$ cat src/rtl/spi_slave.sv
// SPI mode 0 slave, MSB first, oversampled in i_clk. Received words come out on a one-cycle
// strobe; transmit words are loaded through a single-entry holding register.
module spi_slave #(
    parameter int DATA_WIDTH = 8
) (
    input  logic                  i_clk,
    input  logic                  i_rst_n,
    input  logic                  i_sclk,
    input  logic                  i_cs_n,
    input  logic                  i_mosi,
    output logic                  o_miso,
    output logic [DATA_WIDTH-1:0] o_rx_data,
    output logic                  o_rx_valid,
    input  logic [DATA_WIDTH-1:0] i_tx_data,
    input  logic                  i_tx_valid,
    output logic                  o_busy
);
    localparam int CNT_W = (DATA_WIDTH > 1) ? $clog2(DATA_WIDTH) : 1;

    logic [1:0] sclk_sync_q, cs_sync_q, mosi_sync_q;
    logic       sclk_hist_q, cs_hist_q;

    logic [CNT_W-1:0]      bit_cnt_q, bit_cnt_d;
    logic [DATA_WIDTH-1:0] rx_shift_q, rx_shift_d;
    logic [DATA_WIDTH-1:0] tx_shift_q, tx_shift_d;
    logic [DATA_WIDTH-1:0] tx_hold_q, tx_hold_d;
    logic                  tx_pend_q, tx_pend_d;
    logic                  word_done_q, word_done_d;
    logic [DATA_WIDTH-1:0] rx_data_q, rx_data_d;
    logic                  rx_valid_q, rx_valid_d;

    logic                  sel, sclk_rise, cs_fall, last_bit, load;
    logic [DATA_WIDTH-1:0] tx_word;

    // MOSI shares the SCLK sync depth so the sampled bit lines up with the detected edge
    always_ff @(posedge i_clk or negedge i_rst_n) begin
        if (!i_rst_n) begin
            sclk_sync_q <= 2'b00;
            cs_sync_q   <= 2'b11;
            mosi_sync_q <= 2'b00;
            sclk_hist_q <= 1'b0;
            cs_hist_q   <= 1'b1;
        end else begin
            sclk_sync_q <= {sclk_sync_q[0], i_sclk};
            cs_sync_q   <= {cs_sync_q[0], i_cs_n};
            mosi_sync_q <= {mosi_sync_q[0], i_mosi};
            sclk_hist_q <= sclk_sync_q[1];
            cs_hist_q   <= cs_sync_q[1];
        end
    end

    always_comb begin
        sel       = ~cs_sync_q[1];
        sclk_rise = sel & sclk_sync_q[1] & ~sclk_hist_q;
        cs_fall   = sel & cs_hist_q;
        last_bit  = sclk_rise && (bit_cnt_q == CNT_W'(DATA_WIDTH - 1));
        load      = cs_fall | last_bit;
        tx_word   = i_tx_valid ? i_tx_data : (tx_pend_q ? tx_hold_q : '0);

        bit_cnt_d   = bit_cnt_q;
        rx_shift_d  = rx_shift_q;
        tx_shift_d  = tx_shift_q;
        tx_hold_d   = tx_hold_q;
        tx_pend_d   = tx_pend_q;
        word_done_d = 1'b0;
        rx_data_d   = rx_data_q;
        rx_valid_d  = 1'b0;

        if (i_tx_valid) begin
            tx_hold_d = i_tx_data;
            tx_pend_d = 1'b1;
        end

        if (!sel) begin
            bit_cnt_d  = '0;
            tx_shift_d = '0;
        end else begin
            if (sclk_rise) begin
                rx_shift_d  = {rx_shift_q[DATA_WIDTH-2:0], mosi_sync_q[1]};
                tx_shift_d  = tx_shift_q << 1;
                bit_cnt_d   = last_bit ? '0 : bit_cnt_q + CNT_W'(1);
                word_done_d = last_bit;
            end
            // a load wins over the shift; a coincident tx strobe bypasses the holding register
            if (load) begin
                tx_shift_d = tx_word;
                tx_pend_d  = 1'b0;
            end
        end

        if (word_done_q) begin
            rx_data_d  = rx_shift_q;
            rx_valid_d = 1'b1;
        end
    end

    always_ff @(posedge i_clk or negedge i_rst_n) begin
        if (!i_rst_n) begin
            bit_cnt_q   <= '0;
            rx_shift_q  <= '0;
            tx_shift_q  <= '0;
            tx_hold_q   <= '0;
            tx_pend_q   <= 1'b0;
            word_done_q <= 1'b0;
            rx_data_q   <= '0;
            rx_valid_q  <= 1'b0;
        end else begin
            bit_cnt_q   <= bit_cnt_d;
            rx_shift_q  <= rx_shift_d;
            tx_shift_q  <= tx_shift_d;
            tx_hold_q   <= tx_hold_d;
            tx_pend_q   <= tx_pend_d;
            word_done_q <= word_done_d;
            rx_data_q   <= rx_data_d;
            rx_valid_q  <= rx_valid_d;
        end
    end

    assign o_miso     = sel & tx_shift_q[DATA_WIDTH-1];
    assign o_rx_data  = rx_data_q;
    assign o_rx_valid = rx_valid_q;
    assign o_busy     = sel;
endmodule

$ cat config.mk
export PLATFORM = sky130hd
export DESIGN_NAME = spi_slave
export DESIGN_NICKNAME = d
export VERILOG_FILES = /design/src/rtl/spi_slave.sv
export SDC_FILE = /design/constraint.sdc
export NUM_CORES = 1
export LEC_CHECK = 0
export BUFFER_PORTS_ARGS = -buffer_cell sky130_fd_sc_hd__buf_2
export CORE_MARGIN = 8
export CORE_UTILIZATION = 45
export CTS_CLUSTER_SIZE = 30
export DETAILED_ROUTE_END_ITERATION = 10
export PLACE_DENSITY = 0.65
export RECOVER_POWER = 100
export SLEW_MARGIN = 10
export SYNTH_ARGS = -nofsm -noshare
export SYNTH_HDL_FRONTEND = slang
export SYNTH_SLANG_ARGS = --single-unit
export TNS_END_PERCENT = 10
$ cat constraint.sdc
create_clock -name i_clk -period 1.96 [get_ports i_clk]
set_clock_uncertainty 0.1 [all_clocks]
set_input_delay 0.098 -clock i_clk [delete_from_list [all_inputs] [get_ports i_clk]]
set_output_delay 0.098 -clock i_clk [all_outputs]
set_load 0.01 [all_outputs]
# == After elaboration in Yosys (flattened, before gate mapping) ==
# Cells that the tools add are included.
# W data, S select, Z words.
# totals
reg_bits,46
output_inout_bits,11
inputBits,14
wordCells,40
# op_classes
n_reduce_logical,4
n_bitwise,7
addsub,1
eq_ne,1
muxes,14
# ops
operator,n
$mux W8,5
$mux W3,3
$mux W1,6
$and A1 B1 Y1,4
$add A3 B1 Y3 const B,1
$eq A3 B3 Y1 const B,1
$reduce_bool A3 Y1,1
$not A1 Y1,2
$reduce_and A2 Y1,1
$reduce_bool A2 Y1,1
$logic_and A1 B1 Y1,1
$or A1 B1 Y1,1

# == Longest topological paths before layout ==
# Gate-level depths: netlist of the first run.
# depth
depth_word,7
mapped_depth,6
depth_no_buf,5

# == Worst setup path before layout of the first run ==
# No wires, ideal clock.
# synth_path
kind,flip-flop to flip-flop
startpoint,register bit_cnt_q[0]
endpoint,register tx_shift_q[6]
slack_ns,0.312
path_buffers,1
setup_time_ns,0.138
stages_incl_launch_ff,7
required_time_ns,1.722
t_arrival_ns,1.411
synth_period_minus_slack_ns,1.648
cell_sequence,dfrtp_1 ha_1 ha_1 clkbuf_1 or2_2 a21oi_1 o32ai_1
# synth_via
elab_chain_cells,5
elab_cells_between_ends,6
cone_classes,eq/ne (1); mux (2); bitwise (1); reduce/logical (2)
# synth_rtl
element,line,text
"start, declared",23,"logic [CNT_W-1:0] bit_cnt_q, bit_cnt_d;"
"start signal, assigned",108,bit_cnt_q <= bit_cnt_d;
$eq A3 B3 Y1 (*),56,last_bit = sclk_rise && (bit_cnt_q == CNT_W'(DATA_WIDTH - 1));
$logic_and A1 B1 Y1 (*),56,
$or A1 B1 Y1 (*),57,load = cs_fall | last_bit;
$mux W8,85,if (load) begin
$mux W8,74,if (!sel) begin
"end signal, assigned",110,tx_shift_q <= tx_shift_d;
"end, declared",25,"logic [DATA_WIDTH-1:0] tx_shift_q, tx_shift_d;"
# Every way passes the cells marked *; elsewhere a longest branch is shown, timed or not.
# A chain may end at the register's enable or synchronous reset.

# == Final worst setup path of the first run ==
# layout_path
startpoint,register bit_cnt_q[0]
endpoint,register tx_shift_q[1]
# The elaborated chain is that of the path after synthesis.

==> results.toml, run 1 <==
[clocking]
cts-root-buf = "sky130_fd_sc_hd__clkbuf_8"
tritoncts = "yes"
cts_max_path_buffers = 2
cts.reportedPaths.clkPinSlew_ns = 0.08
clock_latency_ns = 0.29
cts_setup_buffers = 0
numClockSinks = 46
htree_levels = 2
numCtsBuffers = 5

[drt]
detailedRoute.firstIterationViolations = 142
routed-via-count = 1221
antenna_left = 0
1st_pass_router_iterations = 4
detail_route.wirelength_um = 3480
drc_viols = 0
wl_per_cell_um = 15.3
detail_route.vias_per_cell = 5.38

[die]
fp-row-count = 23
initial_utilization_pct = 46.9
floorplan.die_area_um2 = 6490
ios = 25
placeableCoreArea_um2 = 4000
chipWidth_um = 80.6
die_y_um = 80.6

[logic_synthesis]
yosys.area_share.simple_pct = 6.94
synth_seq_area_share_pct = 61.6
synthXorXnorAreaFrac_pct = 0
synthAdderAreaFrac_pct = 1.33
netlist_instances = 139
netlist_top_cells_area = "sky130_fd_sc_hd__dfrtp_1, sky130_fd_sc_hd__mux2_2, sky130_fd_sc_hd__dfstp_2"
compound_gate_fraction_of_synth_area_pct = 11.3
synth.avg_cell_area_um2 = 13.5
synth_top_area_cell = "sky130_fd_sc_hd__dfrtp_1"
yosys_warnings = 0
synth_top_family_by_area = "multiplexers"
synthesis.nets = 155
synth_cell_type_count = 26
seq_cells_post_synth = 46
yosysTopAreaCellShare_pct = 57.4
mappedNetlistArea_um2 = 1880
synth.area.mux_share_pct = 14.4

[cells_and_area]
most_used_cells_in_the_layout_excluding_fill_and_tap_cells = "sky130_fd_sc_hd__dfrtp_1, sky130_fd_sc_hd__mux2_2, sky130_fd_sc_hd__clkbuf_1"
area.growth.synth_to_final_pct = 18.9
layoutNonFillerInstCount = 227
final_common_cell = "sky130_fd_sc_hd__dfrtp_1"
antenna_cells = 0
layout-drive-gt1-share_pct = 28.2
final_core_utilization_pct = 55.7
number_of_nets_in_the_finished_design = 192

[sta]
final.setup.tns_ns = 0
grt_setup_unrepaired = "false"
timing.final.max_slew_violations = 0
finalCriticalPeriod_ns = 1.79
setup_viol = 0
fin_crit_sh_pct = 91.3
timing_worst_slew_pin_value_ns = 0.592
max_freq_mhz = 559
slew_headroom_pct = 60.5
report.final.hold_viol_count = 0

[pwr]
power_density_nw_per_um2 = 910
total_power_mw = 2.03
peak_ir_drop_on_the_vdd_network_mv = 0.772
power_leakage_nw = 1.01

[worst_hold_path]
timing.hold.worst.class = "in -> reg"

[worst_setup_path]
timing_worst_setup_path_type = "reg -> reg"
slowest_stage_cell_on_the_critical_path = "sky130_fd_sc_hd__a222oi_1"
crit_path_max_fanout = 12
cp_data_arrival_time_ns = 1.84
crit_path_end_kind = "flop"
slowest_delay_ns = 0.40
critical_path.cell_chain = "ha_1 -> ha_2 -> nand3b_1 -> a222oi_1 -> o32ai_1"
critical_path_required_ns = 2.01
critical_path.startpoint_type = "flop"

[grt]
grt_remaining_overflow = 0
first_global_vias = 1245
first_pass_grt_wire_length_um = 5930
grt_use_total_pct = 11.8
grt_max_degree = 28
grt_antenna_before_repair = 0

[placement]
numPlacedInstances = 207
dpl.hpwl_um = 2350
routabilityCongestion = 0.807
portBuffers = 24

[status]
run_status = "finished, final reports clean"

[run]
timing.max_cap.violations = 0
-- path summary, 6_finish.rpt --
check                               start             end  slack, ns  cells past startpoint
setup reg to reg             bit_cnt_q[0]   tx_shift_q[1]       0.17                      5
min in group asynchronous         i_rst_n    o_rx_data[7]       0.24                      2
max in group asynchronous         i_rst_n   rx_shift_q[0]       0.63                      3
setup / recovery             bit_cnt_q[0]   tx_shift_q[1]       0.17                      5
hold reg to reg            mosi_sync_q[0]  mosi_sync_q[1]       0.26                      0
hold / removal                 i_tx_valid       tx_pend_q       0.20                      2
-- cell type report --
class / count / area (um2)
well taps: 50 / 62.6
repair buffers: 38 / 225
multi-input cells: 75 / 639
inverters: 10 / 37.5
flip-flops and latches: 46 / 1150
clock inverters: 2 / 37.5
clock buffers: 6 / 72.6
fillers: 326 / 1770
-- critical path, delay by kind of cell (launching register included) --
family	cells	cell delay, ns
flip-flops	1	0.38
adder cells (fa/ha/maj)	2	0.43
AO/OA/AOI/OAI	2	0.51
AND/OR/NAND/NOR	1	0.24
-- state kept, by name, summed over array words and instances, names as in the netlist --
name         cells
bit_cnt_q        3
sclk_hist_q      1
mosi_sync_q      2
sclk_sync_q      2
rx_shift_q       8
tx_shift_q       8
tx_hold_q        8
o_rx_valid       1
cs_sync_q        2
cs_hist_q        1
word_done_q      1
o_rx_data        8
tx_pend_q        1
-- cells by family after synthesis --
group	Yosys count
flip-flops	46
AO/OA/AOI/OAI	28
AND/OR/NAND/NOR	21
adder cells (fa/ha/maj)	2
multiplexers	24
buffers and inverters	18
-- Yosys cell counts, drive strengths merged --
| master | count |
|---|---|
| or2 | 7 |
| a21oi | 11 |
| nand2 | 4 |
| o22a | 1 |
| a222oi | 7 |
| o32ai | 8 |
| or3 | 1 |
| nand3 | 1 |
| dfrtp | 43 |
| nor2 | 2 |
| buf | 5 |
| clkbuf | 3 |
| mux2 | 24 |
| inv | 10 |
| nor2b | 1 |
| and3 | 1 |
| ha | 2 |
| dfstp | 3 |
| and2b | 1 |
| nand3b | 2 |
| a22oi | 1 |
| nand2b | 1 |
-- power by group --
part | internal, mW | leakage (nW) | total, mW | switching, mW
registers | 1.06 | 0.580 | 1.13 | 0.0722
logic | 0.125 | 0.376 | 0.216 | 0.0906
clock network | 0.380 | 0.0514 | 0.683 | 0.302
-- timing repair --
action | CTS | global route
resized for setup | 0 | 1
endpoints found under the hold margin | 33 | 0
endpoints found under the setup margin | 0 | 3
hold buffers | 12 | 0
-- through the flow --
step                hold WS, ns  setup WS [ns]  cell area, um2
detailed placement       0.0495          0.112            2030
global route              0.196         0.0454            2230
global placement         0.0399          0.175            2030
CTS                       0.181         0.0902            2260
floorplan                -0.298          0.312            1880
finish                    0.198          0.171            2230
-- metal layers --
metal,wire length (um),part of all wire (%),vias up,GRT usage (%)
met5,0,0,-,0
li1,-,-,577,-
met2,1610,46,32,16.8
met4,40,1.2,0,4.73
met1,1690,48,608,15.8
met3,145,4.2,4,4.24
Power figures use the tool's default switching activity.
==> run 2, diff against run 1 <==
CORE_UTILIZATION = 48   (was 45)
PLACE_DENSITY = 0.68   (was 0.65)
==> results.toml, run 2 (synthesis gave the netlist of run 1 again) <==
[sta]
timing.final.max_slew_violations = 0
fin_crit_sh_pct = 93.7
slew_headroom_pct = 28.3
max_freq_mhz = 545
grt_setup_unrepaired = "false"
report.final.hold_viol_count = 0
timing_worst_slew_pin_value_ns = 1.08
setup_viol = 0
finalCriticalPeriod_ns = 1.84
final.setup.tns_ns = 0

[drt]
1st_pass_router_iterations = 7
routed-via-count = 1233
detail_route.vias_per_cell = 5.50
drc_viols = 0
detail_route.wirelength_um = 3390
antenna_left = 0
wl_per_cell_um = 15.1
detailedRoute.firstIterationViolations = 97

[cells_and_area]
area.growth.synth_to_final_pct = 17.2
layout-drive-gt1-share_pct = 28.4
final_common_cell = "sky130_fd_sc_hd__dfrtp_1"
fillers = 309
number_of_nets_in_the_finished_design = 191
most_used_cells_in_the_layout_excluding_fill_and_tap_cells = "sky130_fd_sc_hd__dfrtp_1, sky130_fd_sc_hd__mux2_2, sky130_fd_sc_hd__clkbuf_1"
antenna_cells = 0
final_core_utilization_pct = 59.2

[die]
ios = 25
fp-row-count = 22
die_y_um = 78.5
chipWidth_um = 78.5
floorplan.die_area_um2 = 6160
placeableCoreArea_um2 = 3720
initial_utilization_pct = 50.5

[clocking]
cts_max_path_buffers = 2
cts-root-buf = "sky130_fd_sc_hd__clkbuf_8"
numClockSinks = 46
numCtsBuffers = 5
tritoncts = "yes"
htree_levels = 2
cts.reportedPaths.clkPinSlew_ns = 0.08
clock_latency_ns = 0.29

[grt]
first_global_vias = 1249
grt_remaining_overflow = 0
grt_antenna_before_repair = 0
use_met3_pct = 5.01
first_pass_grt_wire_length_um = 5800
globalRouteMet1Util_pct = 14.4
grt.met2_usage_pct = 17.9
grt_max_degree = 47
grt_use_total_pct = 11.7
grt.busiest_layer = "met2"

[worst_setup_path]
crit_path_max_fanout = 12
cp_data_arrival_time_ns = 1.90
critical_path.startpoint_type = "flop"
timing_worst_setup_path_type = "reg -> reg"
crit_path_end_kind = "flop"
critical_path_required_ns = 2.02

[placement]
portBuffers = 24
dpl.hpwl_um = 2240
routabilityCongestion = 0.777

[worst_hold_path]
timing.hold.worst.class = "in -> reg"

[pwr]
peak_ir_drop_on_the_vdd_network_mv = 0.532
power_density_nw_per_um2 = 862
power_leakage_nw = 1.00

[status]
run_status = "finished, final reports clean"

[run]
timing.max_cap.violations = 0
==> run 2: cell count changes in the layout (fill, tap and decap cells not counted), sizes merged <==
cell and change:
clkinv +2, bufinv -1, clkbuf -1, clkinvlp -1
==> run 2: what timing repair did <==
action	4_1_cts	5_1_grt
resized for setup	0	1
setup buffers	0	0
hold buffers	12	0
setup endpoints to repair	0	6
endpoints found under the hold margin	54	0
==> run 2: where the power goes <==
part           total [mW]  leakage, nW  internal [mW]  switching (mW)
combinational       0.217        0.378          0.125          0.0918
clock               0.548       0.0452          0.251           0.297
sequential           1.13        0.580           1.06          0.0720
total                1.90         1.00           1.43           0.460
==> run 2: area by class of cell <==
class                           instances  area [um2]  area share (%)
Sequential cell                        46        1150            52.5
Multi-Input combinational cell         75         637            29.0
Timing Repair Buffer                   37         223            10.1
Clock buffer                            6        72.6            3.30
Tap cell                               48        60.1            2.73
Inverter                               10        37.5            1.71
Clock inverter                          2        13.8           0.626
==> run 2: worst paths after layout <==
| check | depth (start not counted) | endpoint | slack [ns] | startpoint |
|---|---|---|---|---|
| setup / recovery | 5 | tx_shift_q[1] | 0.12 | bit_cnt_q[0] |
| hold reg to reg | 0 | sclk_sync_q[1] | 0.25 | sclk_sync_q[0] |
| hold / removal | 2 | tx_pend_q | 0.19 | i_tx_valid |
| setup reg to reg | 5 | tx_shift_q[1] | 0.12 | bit_cnt_q[0] |
| min in group asynchronous | 3 | o_rx_data[7] | 0.51 | i_rst_n |
| max in group asynchronous | 3 | tx_shift_q[7] | 0.58 | i_rst_n |
==> run 2: per-layer routing <==
metal | up-vias | part of all wire, %
met5 | - | 0
met4 | 0 | 1.7
met3 | 7 | 6.6
met2 | 36 | 47
met1 | 619 | 45
li1 | 571 | -
==> run 2: worst max-delay path, stage by stage (launching register included) <==
cell	delay, ns
sky130_fd_sc_hd__dfrtp_1	0.37
sky130_fd_sc_hd__ha_1	0.16
sky130_fd_sc_hd__ha_2	0.27
sky130_fd_sc_hd__nand3b_1	0.25
sky130_fd_sc_hd__a222oi_1	0.44
sky130_fd_sc_hd__o32ai_1	0.12
==> run 2: metrics by stage <==
stage	std cells	hold WS, ns	cell area [um2]	power [mW]	worst slack (ns)
after floorplan	139	-0.298	1880	1.28	0.312
after global placement	204	0.103	2020	1.33	0.177
after detailed placement	204	0.105	2020	1.35	0.103
after CTS	224	0.173	2220	1.92	0.101
after global routing	224	0.196	2200	2.00	0.0192
final	224	0.191	2200	1.90	0.124
